--- src/rtl/seq_divider.sv ---
// Sequential signed divider: 33-bit two's-complement operands, restoring
// division over 33 cycles on 34-bit magnitudes, truncating toward zero with
// the remainder taking the dividend's sign. Divide-by-zero and the single
// overflow case (-2^32 / -1) are resolved early without iterating.
module seq_divider (
  input  logic        Clk,
  input  logic        Reset,
  input  logic        Run,
  input  logic [32:0] opA,
  input  logic [32:0] opB,
  output logic        ready,
  output logic [32:0] Qval,
  output logic [32:0] Rval,
  output logic        div_by_zero
);

  typedef enum logic [1:0] {
    IDLE  = 2'd0,
    SETUP = 2'd1,
    ITER  = 2'd2,
    FIXUP = 2'd3
  } state_t;

  localparam logic [32:0] MIN_A   = 33'h1_0000_0000;  // -2^32
  localparam logic [32:0] MINUS_1 = 33'h1_FFFF_FFFF;
  localparam logic [5:0]  LAST    = 6'd32;            // 33 steps: 0..32

  state_t      r_state;
  state_t      w_next;

  logic [32:0] r_a;        // operands captured at acceptance
  logic [32:0] r_b;
  logic [33:0] r_rem;      // partial remainder
  logic [32:0] r_quo;      // dividend bits shifting out, quotient bits shifting in
  logic [33:0] r_dvs;      // |divisor|
  logic [5:0]  r_cnt;
  logic        r_sign_q;
  logic        r_sign_r;
  logic [32:0] r_q_out;
  logic [32:0] r_r_out;
  logic        r_dbz;

  logic        w_b_zero;
  logic        w_ovf;
  logic        w_special;
  logic [33:0] w_a_ext;
  logic [33:0] w_b_ext;
  logic [33:0] w_a_mag;
  logic [33:0] w_b_mag;
  logic [33:0] w_shift;
  logic [33:0] w_diff;
  logic        w_last;

  // 34-bit magnitudes so that |-2^32| is exact.
  assign w_a_ext   = {r_a[32], r_a};
  assign w_b_ext   = {r_b[32], r_b};
  assign w_a_mag   = r_a[32] ? (34'd0 - w_a_ext) : w_a_ext;
  assign w_b_mag   = r_b[32] ? (34'd0 - w_b_ext) : w_b_ext;

  assign w_b_zero  = (r_b == 33'd0);
  assign w_ovf     = (r_a == MIN_A) && (r_b == MINUS_1);
  assign w_special = w_b_zero || w_ovf;

  // One restoring step: shift in next dividend bit, trial-subtract divisor.
  // The shifted value is below 2^33 and the divisor at most 2^32, so bit 33
  // of the 34-bit difference is a reliable sign.
  assign w_shift   = {r_rem[32:0], r_quo[32]};
  assign w_diff    = w_shift - r_dvs;
  assign w_last    = (r_cnt == LAST);

  assign ready       = (r_state == IDLE);
  assign Qval        = r_q_out;
  assign Rval        = r_r_out;
  assign div_by_zero = r_dbz;

  // Next-state logic.
  always_comb begin
    // NOTE: default first so every path assigns w_next and no latch is inferred.
    w_next = r_state;
    case (r_state)
      IDLE:    if (Run)    w_next = SETUP;
      SETUP:   w_next = w_special ? IDLE : ITER;
      ITER:    if (w_last) w_next = FIXUP;
      FIXUP:   w_next = IDLE;
      default: w_next = IDLE;
    endcase
  end

  // State register with synchronous reset taking priority over Run.
  always_ff @(posedge Clk) begin
    // NOTE: non-blocking assignments in clocked blocks so every register
    // samples pre-edge values regardless of statement order.
    if (Reset) r_state <= IDLE;
    else       r_state <= w_next;
  end

  // Datapath: operand capture, setup, iteration and sign fix-up.
  always_ff @(posedge Clk) begin
    // NOTE: only the counter and visible results are reset; working registers
    // are always loaded in SETUP before use, so they need no reset.
    if (Reset) begin
      r_cnt   <= 6'd0;
      r_q_out <= 33'd0;
      r_r_out <= 33'd0;
      r_dbz   <= 1'b0;
    end else begin
      case (r_state)
        IDLE: begin
          if (Run) begin
            r_a <= opA;
            r_b <= opB;
          end
        end
        SETUP: begin
          r_rem    <= 34'd0;
          r_quo    <= w_a_mag[32:0];
          r_dvs    <= w_b_mag;
          r_sign_q <= r_a[32] ^ r_b[32];
          r_sign_r <= r_a[32];
          r_cnt    <= 6'd0;
          if (w_b_zero) begin
            r_q_out <= MINUS_1;
            r_r_out <= r_a;
            r_dbz   <= 1'b1;
          end else if (w_ovf) begin
            r_q_out <= r_a;
            r_r_out <= 33'd0;
            r_dbz   <= 1'b0;
          end
        end
        ITER: begin
          r_rem <= w_diff[33] ? w_shift : w_diff;
          r_quo <= {r_quo[31:0], ~w_diff[33]};
          r_cnt <= r_cnt + 6'd1;
        end
        FIXUP: begin
          r_q_out <= r_sign_q ? (33'd0 - r_quo) : r_quo;
          r_r_out <= r_sign_r ? (33'd0 - r_rem[32:0]) : r_rem[32:0];
          r_dbz   <= 1'b0;
        end
        default: ;
      endcase
    end
  end

endmodule

--- config.mk ---
export PLATFORM = sky130hd
export DESIGN_NAME = seq_divider
export DESIGN_NICKNAME = d
export VERILOG_FILES = /design/src/rtl/seq_divider.sv
export SDC_FILE = /design/constraint.sdc
export NUM_CORES = 1
export LEC_CHECK = 0
export CORE_UTILIZATION = 52
export CTS_CLUSTER_SIZE = 10
export DETAILED_ROUTE_END_ITERATION = 10
export PLACE_DENSITY = 0.77
export SETUP_SLACK_MARGIN = 0.2
export SLEW_MARGIN = 20
export SYNTH_ARGS = -nofsm -noshare
export SYNTH_HDL_FRONTEND = slang
export SYNTH_SLANG_ARGS = --single-unit
--- constraint.sdc ---
create_clock -name Clk -period 4.5 [get_ports Clk]
set_input_delay 0.9 -clock Clk [delete_from_list [all_inputs] [get_ports Clk]]
set_output_delay 0.9 -clock Clk [all_outputs]
set_load 0.05 [all_outputs]
# Yosys cells after proc, flatten, opt, wreduce, memory -nomap -nowiden
# Index checks and enable logic that the tools add are counted.
# classes
bitwise_logic	3
muxes	21
n_eq_ne	9
add_sub_neg	6
reduce_logical	11
# ops
operator	n
$mux W33	8
$pmux W33 S2	4
$sub A1 B33 Y33 const A	3
$eq A33 B33 Y1 const B	2
$sub A1 B33 Y34 const A	1
$sub A34 B34 Y34	1
$logic_not A33 Y1	1
$mux W32	1
$pmux W6 S2	1
$pmux W2 S4	1
$reduce_and A2 Y1	4
$add A6 B1 Y6 const B	1
$eq A6 B6 Y1 const B	1
$mux W2	3
$eq A2 B2 Y1 const B	2
$ne A2 B2 Y1 const B	2
$reduce_bool A2 Y1	2
$ne A3 B3 Y1 const B	1
$reduce_and A3 Y1	1
$eq A2 B1 Y1 const B	1
$logic_not A2 Y1	1
$mux W1	2
$not A1 Y1	2
$pmux W1 S2	1
other kinds (3)	3
# totals
word_cells	63
reg_bits	243
output_inout_bits	68
in_bits	69

# Longest topological paths before layout
# Gate-level depths: netlist of the first run.
# logic_depth
depth_word	5
depth_mapped	17
ltp_nobuf	15

# Worst setup path after synthesis of the first run
# Ideal clock, no wire load.
# synth_timing
path_kind	input port to flip-flop
startpoint	input Reset
endpoint	register r_a[0] (enable)
stages	3
setup_slack_ns	-0.075
arrival_time_ns	4.084
required_time_ns	4.010
setup_time_ns	0.490
path_buffers	2
path_cell_list	clkbuf_1 > clkbuf_1 > nor2_1
# synth_between
elab_chain_cells	2
# synth_lines
element	line_no	rtl
start: declaration	7	input logic Reset,
$not A1 Y1 (no line)	-	
$reduce_and A3 Y1 (no line)	-	
end signal: assignment	110	r_a <= opA;
end: declaration	31	logic [32:0] r_a;
# No other way between the ends.
# A chain may end at the register's enable or synchronous reset.

# Final worst setup path of the first run
# layout_timing
startpoint	register r_a[22]
endpoint	register r_r_out[6] (netlist: Rval[6])
# layout_between
elab_chain_cells	4
# layout_lines
element	line_no	rtl
$eq A33 B33 Y1	61	assign w_ovf = (r_a == MIN_A) && (r_b == MINUS_1);
$logic_and A1 B1 Y1	61	
$ne A3 B3 Y1 (no line)	-	
$reduce_and A2 Y1 (no line)	-	
end signal: assignment	123	r_r_out <= r_a;
end signal: assignment	138	r_r_out <= r_sign_r ? (33'd0 - r_rem[32:0]) : r_rem[32:0];
end: declaration	40	logic [32:0] r_r_out;
# No other way between the ends.

==> impl_metrics.csv, run 1 <==
group,metric,value,unit
cells_and_area,final_layout_size_suffix_gt1_share,4.625,%
cells_and_area,final_cells,1870,
synth,post_synth_edffs,168,
place,portBuffers,136,
synth,ys.warnings.count,0,
synth,synth-seq-cells,243,
sta,timing.final.crit_share,86.36,%
sta,final-max-slew-violation-count,0,
synth,syn-num-nets,1519,
cells_and_area,final_util,62.53,%
cts,ctsRootBufferMaster,"sky130_fd_sc_hd__clkbuf_16",
cells_and_area,n_fill_cell,2130,
sta,worst_slack,0.6139,ns
cts,ctsResizeCount,0,
synth,netlist_top_cells_count,"sky130_fd_sc_hd__edfxtp_1 (168), sky130_fd_sc_hd__nand2_1 (144), sky130_fd_sc_hd__nor2_1 (106)",
sta,hold_ws,0.4594,ns
worst_setup_path,startpoint_type,"flop",
cts,clkLatencyLatePin,0.56,ns
synth,postSynthAreaPerCell,9.761,um^2
place,place.detailed.hpwl,23460,um
cts,cts.repair_timing.setup_buffer_count,0,
power_and_ir_drop,peakVddDrop,391.6,uV
global_routing,number_of_antenna_violations_at_the_first_check_in_global_routing,0,
route,remaining_drc_errors,0,
floorplan,fp.coreArea,25980,um^2
route,detail_route.wirelength,32740,um
worst_setup_path,crit_fanout,28,
route,vias,10990,
job,maxCapViolCount,0,
power_and_ir_drop,p_leak,5.701,nW
cts,htree_levels,1,
sta,timing.setup.tns,0,ns
cts,number_of_buffers_inserted_for_hold_repair_after_clock_tree_synthesis,0,
route,count_of_routing_violations_after_the_opening_detailed_route_iteration,936,
sta,rsz0062_at_grt,"no",
route,postRouteAntennaNets,0,
floorplan,initial_utilization,52.74,%
worst_setup_path,r2r-start,"r_a[22]",
sta,setup_viol,0,
worst_setup_path,timing.rr.end,"Rval[6]",
global_routing,globalRouteOverflowTotal,0,
cells_and_area,syn2layout_area_growth,18.56,%
power_and_ir_drop,cellPowerDensity,414.7,nW/um^2
sta,max-slew-margin-rel,28.09,%
run_status,status,"completed",
worst_setup_path,timing.critical_path.to_type,"flop",
worst_setup_path,crit_path_cell_trace,"or4_1 -> or3_1 -> or3_1 -> or4_4 -> o21ai_2 -> o21ai_4 -> buf_16 -> buf_4 -> a211oi_1 -> a21oi_1 -> nor2_1",
sta,tightest_slew,1.079,ns
floorplan,die_x_extent,164.3,um
global_routing,grt_max_degree,97,
cts,tritoncts.num_buffers,28,
place,pre_cts_slack,0.4747,ns
cells_and_area,insertedDiodeCount,0,
min_path,timing.hold.worst_path_depth,2,
cells_and_area,sequential_cell_area,6546,um^2
cells_and_area,design.final.nets,1629,
route,routedWlPerCell,17.51,um
sta,finalWorstPathRequiredPeriod,3.886,ns
cts,clk_path_buf_depth,3,
sta,finalHoldViolations,0,
route,drt-vias-per-instance,5.875,
worst_setup_path,slowest_delay,0.65,ns
place,gpl.final_weighted_congestion,0.9543,
global_routing,vias_in_the_first_global_route,10430,
floorplan,die_area,27010,um^2
worst_setup_path,reg2reg_depth,11,
cts,cts.reportedPaths.clkPinSlew,0.06,ns
synth,synth_cell_types,61,
worst_setup_path,regToRegSetupSlack,0.61,ns
synth,netlist_area,13700,um^2
min_path,min-delay-start,"Qval[27]",
worst_setup_path,worst-setup-path-type,"flop to flop",
synth,synth_most_common_cell,"sky130_fd_sc_hd__edfxtp_1",
floorplan,io_pins,137,
synth,synthesis.instances,1404,
global_routing,grt_pass1_wl,52590,um
synth,netlist.area_leader.share,36.81,%
place,post-place-cells,1818,
synth,synth-main-ff-cell,"sky130_fd_sc_hd__edfxtp_1",
min_path,worstHoldPathType,"flop to flop",
floorplan,placement_rows,59,
min_path,timing.hold.worst_endpoint,"Qval[27]",
synth,synth_area_leader_cell,"sky130_fd_sc_hd__edfxtp_1",
sta,fin_skew,0.02920,ns
worst_setup_path,crit_path_frequent_cell,"sky130_fd_sc_hd__or3_1",
cells_and_area,multi_input_comb_area,6694,um^2
cts,cts_tree,"built",
synth,synth.yosys.seq_area_share,47.77,%
worst_setup_path,worst-endpoint-required,4.98,ns
worst_setup_path,arrival,4.37,ns
floorplan,die_y,164.3,um
global_routing,grt.total_usage,24.58,%
synth,ys_top_cells_by_area,"sky130_fd_sc_hd__edfxtp_1 (37%), sky130_fd_sc_hd__dfxtp_1 (11%), sky130_fd_sc_hd__xnor2_1 (5.5%), sky130_fd_sc_hd__xor2_1 (4.3%), sky130_fd_sc_hd__ha_1 (4.1%)",
sta,fmax,0.2573,GHz
cts,numClockSinks,243,
worst_setup_path,timing.critical_path.slowest_stage_cell,"sky130_fd_sc_hd__or4_1",
route,detailedRoute.firstPassIterationCount,5,
synth,ys_async_sr_fraction,0,%
-- per-layer routing --
| metal | share of wire (%) | GRT usage [%] |
|---|---|---|
| met4 | 4.5 | 10.82 |
| met2 | 46 | 39.97 |
| met1 | 43 | 32.84 |
| met3 | 6.2 | 3.131 |
| met5 | 0 | 0 |
-- cells by family after synthesis --
family          synth area share [%]
xor+xnor                       9.842
compound gates                 17.40
other cells                  0.02736
mux                            1.534
flops                          47.77
fa+ha+maj                      4.255
simple gates                   15.39
buf+inv                        3.780
-- state kept, by name (all words and copies together), names as in the netlist, named ones only --
name / cells
r_dvs: 34
Qval: 33
Rval: 33
r_a: 33
r_b: 33
r_quo: 33
r_rem: 33
r_cnt: 6
div_by_zero: 1
r_sign_q: 1
r_sign_r: 1
r_state: 1
-- power breakdown --
group | switching [mW] | internal, mW
Sequential | 0.229 | 2.66
Clock | 0.866 | 1.22
Combinational | 1.07 | 0.696
Total | 2.17 | 4.57
-- layout make-up --
class	count	share of cell area [%]
inverters	59	1.363
clock buffers	48	4.774
well taps	335	2.580
multi-input cells	1028	41.20
repair buffers	154	9.479
flip-flops and latches	243	40.29
clock inverters	3	0.3157
-- per-stage QoR --
step / instance area (um^2) / power (mW)
after floorplan: 13710 / 4.136
after global placement: 15380 / 4.632
after detailed placement: 15380 / 4.670
after CTS: 16200 / 6.756
after global routing: 16250 / 7.041
final: 16250 / 6.739
-- cell usage in the layout, fill, tap and decap left out, types with 3 or more instances in the layout --
cell type	count
sky130_fd_sc_hd__or2_2	6
sky130_fd_sc_hd__o311ai_0	26
sky130_fd_sc_hd__o31ai_1	33
sky130_fd_sc_hd__xnor2_1	85
sky130_fd_sc_hd__nand2_1	144
sky130_fd_sc_hd__clkdlybuf4s50_1	135
sky130_fd_sc_hd__nand3_1	14
sky130_fd_sc_hd__dfxtp_1	75
sky130_fd_sc_hd__nand3b_1	3
sky130_fd_sc_hd__or4_1	19
sky130_fd_sc_hd__and2_1	5
sky130_fd_sc_hd__inv_1	58
sky130_fd_sc_hd__o21ai_0	104
sky130_fd_sc_hd__nor2b_1	7
sky130_fd_sc_hd__and3_1	17
sky130_fd_sc_hd__mux2i_1	21
sky130_fd_sc_hd__nand2b_1	17
sky130_fd_sc_hd__a21oi_1	80
sky130_fd_sc_hd__nor4_1	6
sky130_fd_sc_hd__nor3_1	47
sky130_fd_sc_hd__buf_4	14
sky130_fd_sc_hd__a211o_1	3
sky130_fd_sc_hd__a211oi_1	32
sky130_fd_sc_hd__a21o_1	17
sky130_fd_sc_hd__a31oi_1	5
sky130_fd_sc_hd__clkbuf_16	28
sky130_fd_sc_hd__a221oi_1	20
sky130_fd_sc_hd__ha_1	42
sky130_fd_sc_hd__nand4_1	16
sky130_fd_sc_hd__xor2_1	68
sky130_fd_sc_hd__o41ai_1	14
sky130_fd_sc_hd__edfxtp_1	168
sky130_fd_sc_hd__nor2_1	104
sky130_fd_sc_hd__o21a_1	7
sky130_fd_sc_hd__ha_2	3
sky130_fd_sc_hd__clkbuf_1	20
sky130_fd_sc_hd__or3_1	25
-- worst max-delay path, delay by kind of cell (launching register included) --
kind / cells / cell delay, ns
AO/OA/AOI/OAI: 4 / 0.74
flip-flops: 1 / 0.55
AND/OR/NAND/NOR: 5 / 2.05
buffers and inverters: 2 / 0.46
-- how the worst max path moves through the flow --
stage / endpoint / from
final: Rval[6] / r_a[22]
after CTS: Rval[6] / r_b[1]
after global routing: Qval[32] / r_b[0]
after detailed placement: Rval[6] / r_b[0]
after global placement: Qval[32] / r_b[0]
after floorplan: r_a[0] / Reset
Power figures use the tool's default switching activity.
==> inputs of run 2 (changes only) <==
CORE_ASPECT_RATIO = 1.75   (was default)
CORE_UTILIZATION = 43   (was 52)
PLACE_DENSITY = 0.65   (was 0.77)
==> run 2 against run 1 <==
  * Via count shrank 0.70%
  * First-iteration DRC count is 29% lower
  * Clock power about the same
  * Combinational power about the same
  * Flip-flop and latch count unchanged
  * Sequential share of layout area down 0.23 points
  * Power up 0.19%
  * Sequential power about the same
==> impl_metrics.csv, run 2 (synthesized netlist as in run 1, its figures left out) <==
group,metric,value,unit
cts,numClockSinks,243,
route,remaining_drc_errors,0,
floorplan,die_x_extent,137.0,um
cells_and_area,insertedDiodeCount,0,
sta,finalWorstPathRequiredPeriod,3.995,ns
route,count_of_routing_violations_after_the_opening_detailed_route_iteration,668,
sta,setup_viol,0,
sta,finalHoldViolations,0,
global_routing,grt_max_degree,96,
place,pre_cts_slack,0.3436,ns
sta,fin_skew,0.01430,ns
sta,max-slew-margin-rel,28.18,%
place,place.detailed.hpwl,24930,um
sta,fmax,0.2503,GHz
global_routing,number_of_antenna_violations_at_the_first_check_in_global_routing,0,
floorplan,placement_rows,86,
cts,htree_levels,1,
floorplan,fp.coreArea,31420,um^2
cells_and_area,largest_register_ff_count,34,
worst_setup_path,r2r-start,"r_b[0]",
route,postRouteAntennaNets,0,
job,maxCapViolCount,0,
global_routing,grt_pass1_wl,54080,um
sta,rsz0062_at_grt,"no",
worst_setup_path,arrival,4.41,ns
floorplan,die_y,238.2,um
route,vias,10910,
run_status,status,"completed",
floorplan,initial_utilization,43.62,%
worst_setup_path,crit_path_cell_trace,"inv_1 -> ha_1 -> nand2_1 -> or4_1 -> nor3_2 -> nand3_1 -> or3_1 -> nor3_1 -> ha_1 -> nor2_1 -> o21ai_2 -> o21ai_4 -> buf_4 -> a221oi_1 -> nor3_1",
sta,timing.setup.tns,0,ns
power_and_ir_drop,cellPowerDensity,413.1,nW/um^2
worst_setup_path,timing.critical_path.slowest_stage_cell,"sky130_fd_sc_hd__or4_1",
cts,clk_path_buf_depth,3,
worst_setup_path,startpoint_type,"flop",
cts,number_of_buffers_inserted_for_hold_repair_after_clock_tree_synthesis,0,
global_routing,vias_in_the_first_global_route,10660,
worst_setup_path,slowest_delay,0.50,ns
worst_setup_path,crit_fanout,36,
worst_setup_path,timing.critical_path.to_type,"flop",
cells_and_area,design.final.nets,1632,
cts,cts.reportedPaths.clkPinSlew,0.06,ns
route,detail_route.wirelength,33850,um
sta,tightest_slew,1.073,ns
route,detailedRoute.firstPassIterationCount,5,
power_and_ir_drop,p_leak,5.714,nW
place,gpl.final_weighted_congestion,0.8648,
min_path,worstHoldPathType,"flop to flop",
cells_and_area,syn2layout_area_growth,19.26,%
sta,hold_ws,0.4526,ns
floorplan,die_area,32620,um^2
worst_setup_path,worst-endpoint-required,4.91,ns
floorplan,io_pins,137,
cts,clkLatencyLatePin,0.56,ns
worst_setup_path,critPathLaunch,"r_b[0]",
global_routing,grt.total_usage,21.09,%
min_path,min-delay-start,"Qval[17]",
route,drt-vias-per-instance,5.638,
cts,cts_tree,"built",
cts,tritoncts.num_buffers,29,
sta,worst_slack,0.5052,ns
cells_and_area,final_layout_size_suffix_gt1_share,4.743,%
route,routedWlPerCell,17.49,um
global_routing,globalRouteOverflowTotal,0,
place,portBuffers,136,
worst_setup_path,worst-setup-path-type,"flop to flop",
cells_and_area,mostFrequentLayoutCell,"sky130_fd_sc_hd__edfxtp_1",
power_and_ir_drop,peakVddDrop,387.6,uV
cells_and_area,top_register,"r_dvs",
cts,ctsRootBufferMaster,"sky130_fd_sc_hd__clkbuf_16",
cells_and_area,layout_common_cells,"sky130_fd_sc_hd__edfxtp_1 (168), sky130_fd_sc_hd__nand2_1 (144), sky130_fd_sc_hd__clkdlybuf4s50_1 (135), sky130_fd_sc_hd__nor2_1 (104), sky130_fd_sc_hd__o21ai_0 (104)",
sta,timing.final.crit_share,88.77,%
sta,final-max-slew-violation-count,0,
[run 2: cell type report]
cell class,count,area (um^2)
fill,2884,15080
tap,396,495.5
multi-input combinational,1028,6686
timing repair buffer,156,1556
inverter,59,221.5
clock buffer,50,814.5
sequential,243,6546
clock inverter,3,22.52
[run 2: per-stage QoR]
step	util (%)	power [mW]	cells	instance area (um^2)
after detailed placement	49.34	4.690	1882	15500
after global routing	52.02	7.089	1935	16340
after floorplan	-	4.136	1404	13710
after global placement	49.34	4.658	1882	15500
after CTS	52.00	6.813	1935	16340
final	52.02	6.752	1935	16340
[run 2: final timing paths]
path,slack (ns),endpoint,cells after the start
worst min register to register,0.45,Qval[17],2
worst min-delay path,0.45,Qval[17],2
worst max-delay path,0.51,Rval[18],15
worst max register to register,0.51,Rval[18],15
[run 2: where the power goes]
part / internal [mW] / switching, mW / total, mW / leakage (nW)
Combinational: 0.696 / 1.07 / 1.77 / 3.14
Sequential: 2.66 / 0.213 / 2.87 / 2.17
Clock: 1.22 / 0.893 / 2.11 / 0.401
[run 2: what timing repair did]
item	CTS	global route
resized for setup	0	1
setup buffers	0	0
setup endpoints to repair	0	36
hold endpoints to repair	0	0
[run 2: worst max-delay path: cells and delay by family (launching register included)]
kind / cells / cell delay (ns)
AND/OR/NAND/NOR: 8 / 1.82
AO/OA/AOI/OAI: 3 / 0.67
adder cells (fa/ha/maj): 2 / 0.46
buffers and inverters: 2 / 0.45
flip-flops: 1 / 0.42
[run 2: per-layer routing]
metal  track usage, %  up-vias  wire (um)
li1                 -     5393          -
met2            40.51      256      18410
met3            2.146       68       1358
met1            22.78     5192      12870
met4            8.858        0       1208
met5                0        -          0
==> inputs of run 3 (changes only) <==
ABC_AREA = 0   (was default)
RECOVER_POWER = 25   (was default)
==> run 3 against run 2 <==
  * The run now ends with capacitance limit, slew limit left
  * Cell count did not move
  * Hold slack is essentially flat
  * Global-route usage is the same
  * Cell area about the same
  * Largest power group unchanged
==> impl_metrics.csv, run 3 (synthesized netlist as in run 1, its figures left out) <==
group,metric,value,unit
cells_and_area,largest_register_ff_count,34,
power_and_ir_drop,power.combinational.fraction,26.0,%
worst_setup_path,slowest_delay,0.50,ns
route,remaining_drc_errors,0,
min_path,worstHoldPathType,"flop to flop",
cells_and_area,multi_input_comb_area,6686,um^2
job,maxCapViolCount,2,
worst_setup_path,r2r-start,"r_b[0]",
route,count_of_routing_violations_after_the_opening_detailed_route_iteration,657,
global_routing,grt.total_usage,21.09,%
floorplan,initial_utilization,43.62,%
route,routedWlPerCell,17.52,um
floorplan,die_area,32620,um^2
place,place.detailed.hpwl,24930,um
cells_and_area,syn2layout_area_growth,19.16,%
run_status,status,"finished, violations left",
sta,fmax,0.2496,GHz
power_and_ir_drop,p_leak,5.718,nW
place,portBuffers,136,
floorplan,placement_rows,86,
cts,cts_tree,"built",
worst_setup_path,crit_fanout,36,
place,gpl.final_weighted_congestion,0.8648,
worst_setup_path,worst-setup-path-type,"flop to flop",
worst_setup_path,critPathLaunch,"r_b[0]",
cts,cts.reportedPaths.clkPinSlew,0.06,ns
cells_and_area,insertedDiodeCount,0,
floorplan,die_x_extent,137.0,um
sta,fin_skew,0.01277,ns
cells_and_area,top_register,"r_dvs",
global_routing,globalRouteOverflowTotal,0,
power_and_ir_drop,seqPwrFrac,42.6,%
power_and_ir_drop,sw_frac_of_total,32.32,%
global_routing,grt_pass1_wl,54080,um
floorplan,io_pins,137,
sta,timing.final.crit_share,89.03,%
cts,clk_path_buf_depth,3,
cts,htree_levels,1,
cts,tritoncts.num_buffers,29,
worst_setup_path,startpoint_type,"flop",
worst_setup_path,timing.critical_path.to_type,"flop",
cts,number_of_buffers_inserted_for_hold_repair_after_clock_tree_synthesis,0,
sta,tightest_slew,2.005,ns
power_and_ir_drop,power_switching,2.178,mW
cts,clkLatencyLatePin,0.56,ns
sta,final-max-slew-violation-count,73,
cts,ctsRootBufferMaster,"sky130_fd_sc_hd__clkbuf_16",
sta,worst_slack,0.4938,ns
cells_and_area,n_fill_cell,2884,
route,drt-vias-per-instance,5.642,
sta,max-slew-margin-rel,-33.70,%
worst_setup_path,regToRegSetupSlack,0.49,ns
worst_setup_path,reg2reg_depth,15,
global_routing,grt_max_degree,96,
route,postRouteAntennaNets,0,
place,placed_area,15500,um^2
worst_setup_path,worst-endpoint-required,4.91,ns
cells_and_area,mostFrequentLayoutCell,"sky130_fd_sc_hd__edfxtp_1",
cells_and_area,final_instance_area,16330,um^2
global_routing,number_of_antenna_violations_at_the_first_check_in_global_routing,0,
floorplan,fp.coreArea,31420,um^2
global_routing,vias_in_the_first_global_route,10660,
cells_and_area,design.final.nets,1632,
route,detailedRoute.firstPassIterationCount,6,
run_status,violations,"capacitance limit, slew limit",
route,detail_route.wirelength,33910,um
sta,rsz0062_at_grt,"no",
worst_setup_path,timing.rr.end,"Rval[18]",
cts,cts.repair_timing.setup_buffer_count,0,
sta,setup_viol,0,
floorplan,die_y,238.2,um
worst_setup_path,timing.critical_path.slowest_stage_cell,"sky130_fd_sc_hd__or4_1",
cells_and_area,final_util,51.98,%
sta,finalHoldViolations,0,
worst_setup_path,arrival,4.42,ns
power_and_ir_drop,peakVddDrop,387.6,uV
cells_and_area,final_layout_size_suffix_gt1_share,4.483,%
cells_and_area,layout_common_cells,"sky130_fd_sc_hd__edfxtp_1 (168), sky130_fd_sc_hd__nand2_1 (144), sky130_fd_sc_hd__nor2_1 (104), sky130_fd_sc_hd__o21ai_0 (104), sky130_fd_sc_hd__xnor2_1 (85)",
power_and_ir_drop,pwr-share-clk,31.3,%
place,pre_cts_slack,0.3436,ns
sta,timing.setup.tns,0,ns
cts,numClockSinks,243,
route,vias,10920,
worst_setup_path,crit_path_cell_trace,"inv_1 -> ha_1 -> nand2_1 -> or4_1 -> nor3_2 -> nand3_1 -> or3_1 -> nor3_1 -> ha_1 -> nor2_1 -> o21ai_2 -> o21ai_4 -> buf_4 -> a221oi_1 -> nor3_1",
power_and_ir_drop,finalPower,6.741,mW
power_and_ir_drop,cell_internal_pwr,4.562,mW
cells_and_area,sequential_cell_area,6546,um^2
sta,finalWorstPathRequiredPeriod,4.006,ns
power_and_ir_drop,cellPowerDensity,412.8,nW/um^2
worst_setup_path,crit_path_end,"Rval[18]",
run 3: worst min-delay path by stage:
stage | start | to | cells after the start | slack (ns)
2_1_floorplan | r_a[32] | r_sign_r | 0 | 0.42
3_3_place_gp | Qval[18] | Qval[18] | 2 | 0.44
3_5_place_dp | Qval[18] | Qval[18] | 2 | 0.45
4_1_cts | Qval[18] | Qval[18] | 2 | 0.45
5_1_grt | Qval[17] | Qval[17] | 2 | 0.47
6_report | Qval[17] | Qval[17] | 2 | 0.45
run 3: area by class of cell:
| cell class | instances | share of cell area (%) |
|---|---|---|
| clock inverter | 3 | 0.1379 |
| inverter | 59 | 1.356 |
| clock buffer | 50 | 4.988 |
| tap | 396 | 3.034 |
| sequential | 243 | 40.09 |
| multi-input combinational | 1028 | 40.94 |
| timing repair buffer | 156 | 9.454 |
run 3: through the flow:
stage,std cells,hold WS [ns]
global placement,1882,0.4426
finish,1935,0.4526
global route,1935,0.4675
detailed placement,1882,0.4468
CTS,1935,0.4544
floorplan,1404,0.4244
run 3: timing repair:
item / in CTS / in global routing
endpoints found under the setup margin: 0 / 36
resized for setup: 0 / 1
endpoints found under the hold margin: 0 / 0
run 3: critical path, delay by kind of cell (launching register included):
family	cells	cell delay, ns
compound gates	3	0.68
buf+inv	2	0.45
fa+ha+maj	2	0.46
flops	1	0.43
simple gates	8	1.83
run 3: layer usage:
layer,vias up,part of all wire [%],global-route usage [%]
met2,265,54,40.51
met3,67,4.2,2.146
met1,5188,38,22.78
li1,5397,-,-
met4,0,3.6,8.858
met5,-,0,0
run 3: power by group through the flow:
stage / clock network [mW] / registers, mW / logic [mW]
after detailed placement: 0 / 2.92 / 1.77
after floorplan: 0 / 3.15 / 0.985
final: 2.11 / 2.87 / 1.76
after CTS: 2.16 / 2.87 / 1.78
after global placement: 0 / 2.91 / 1.75
after global routing: 2.25 / 2.90 / 1.93
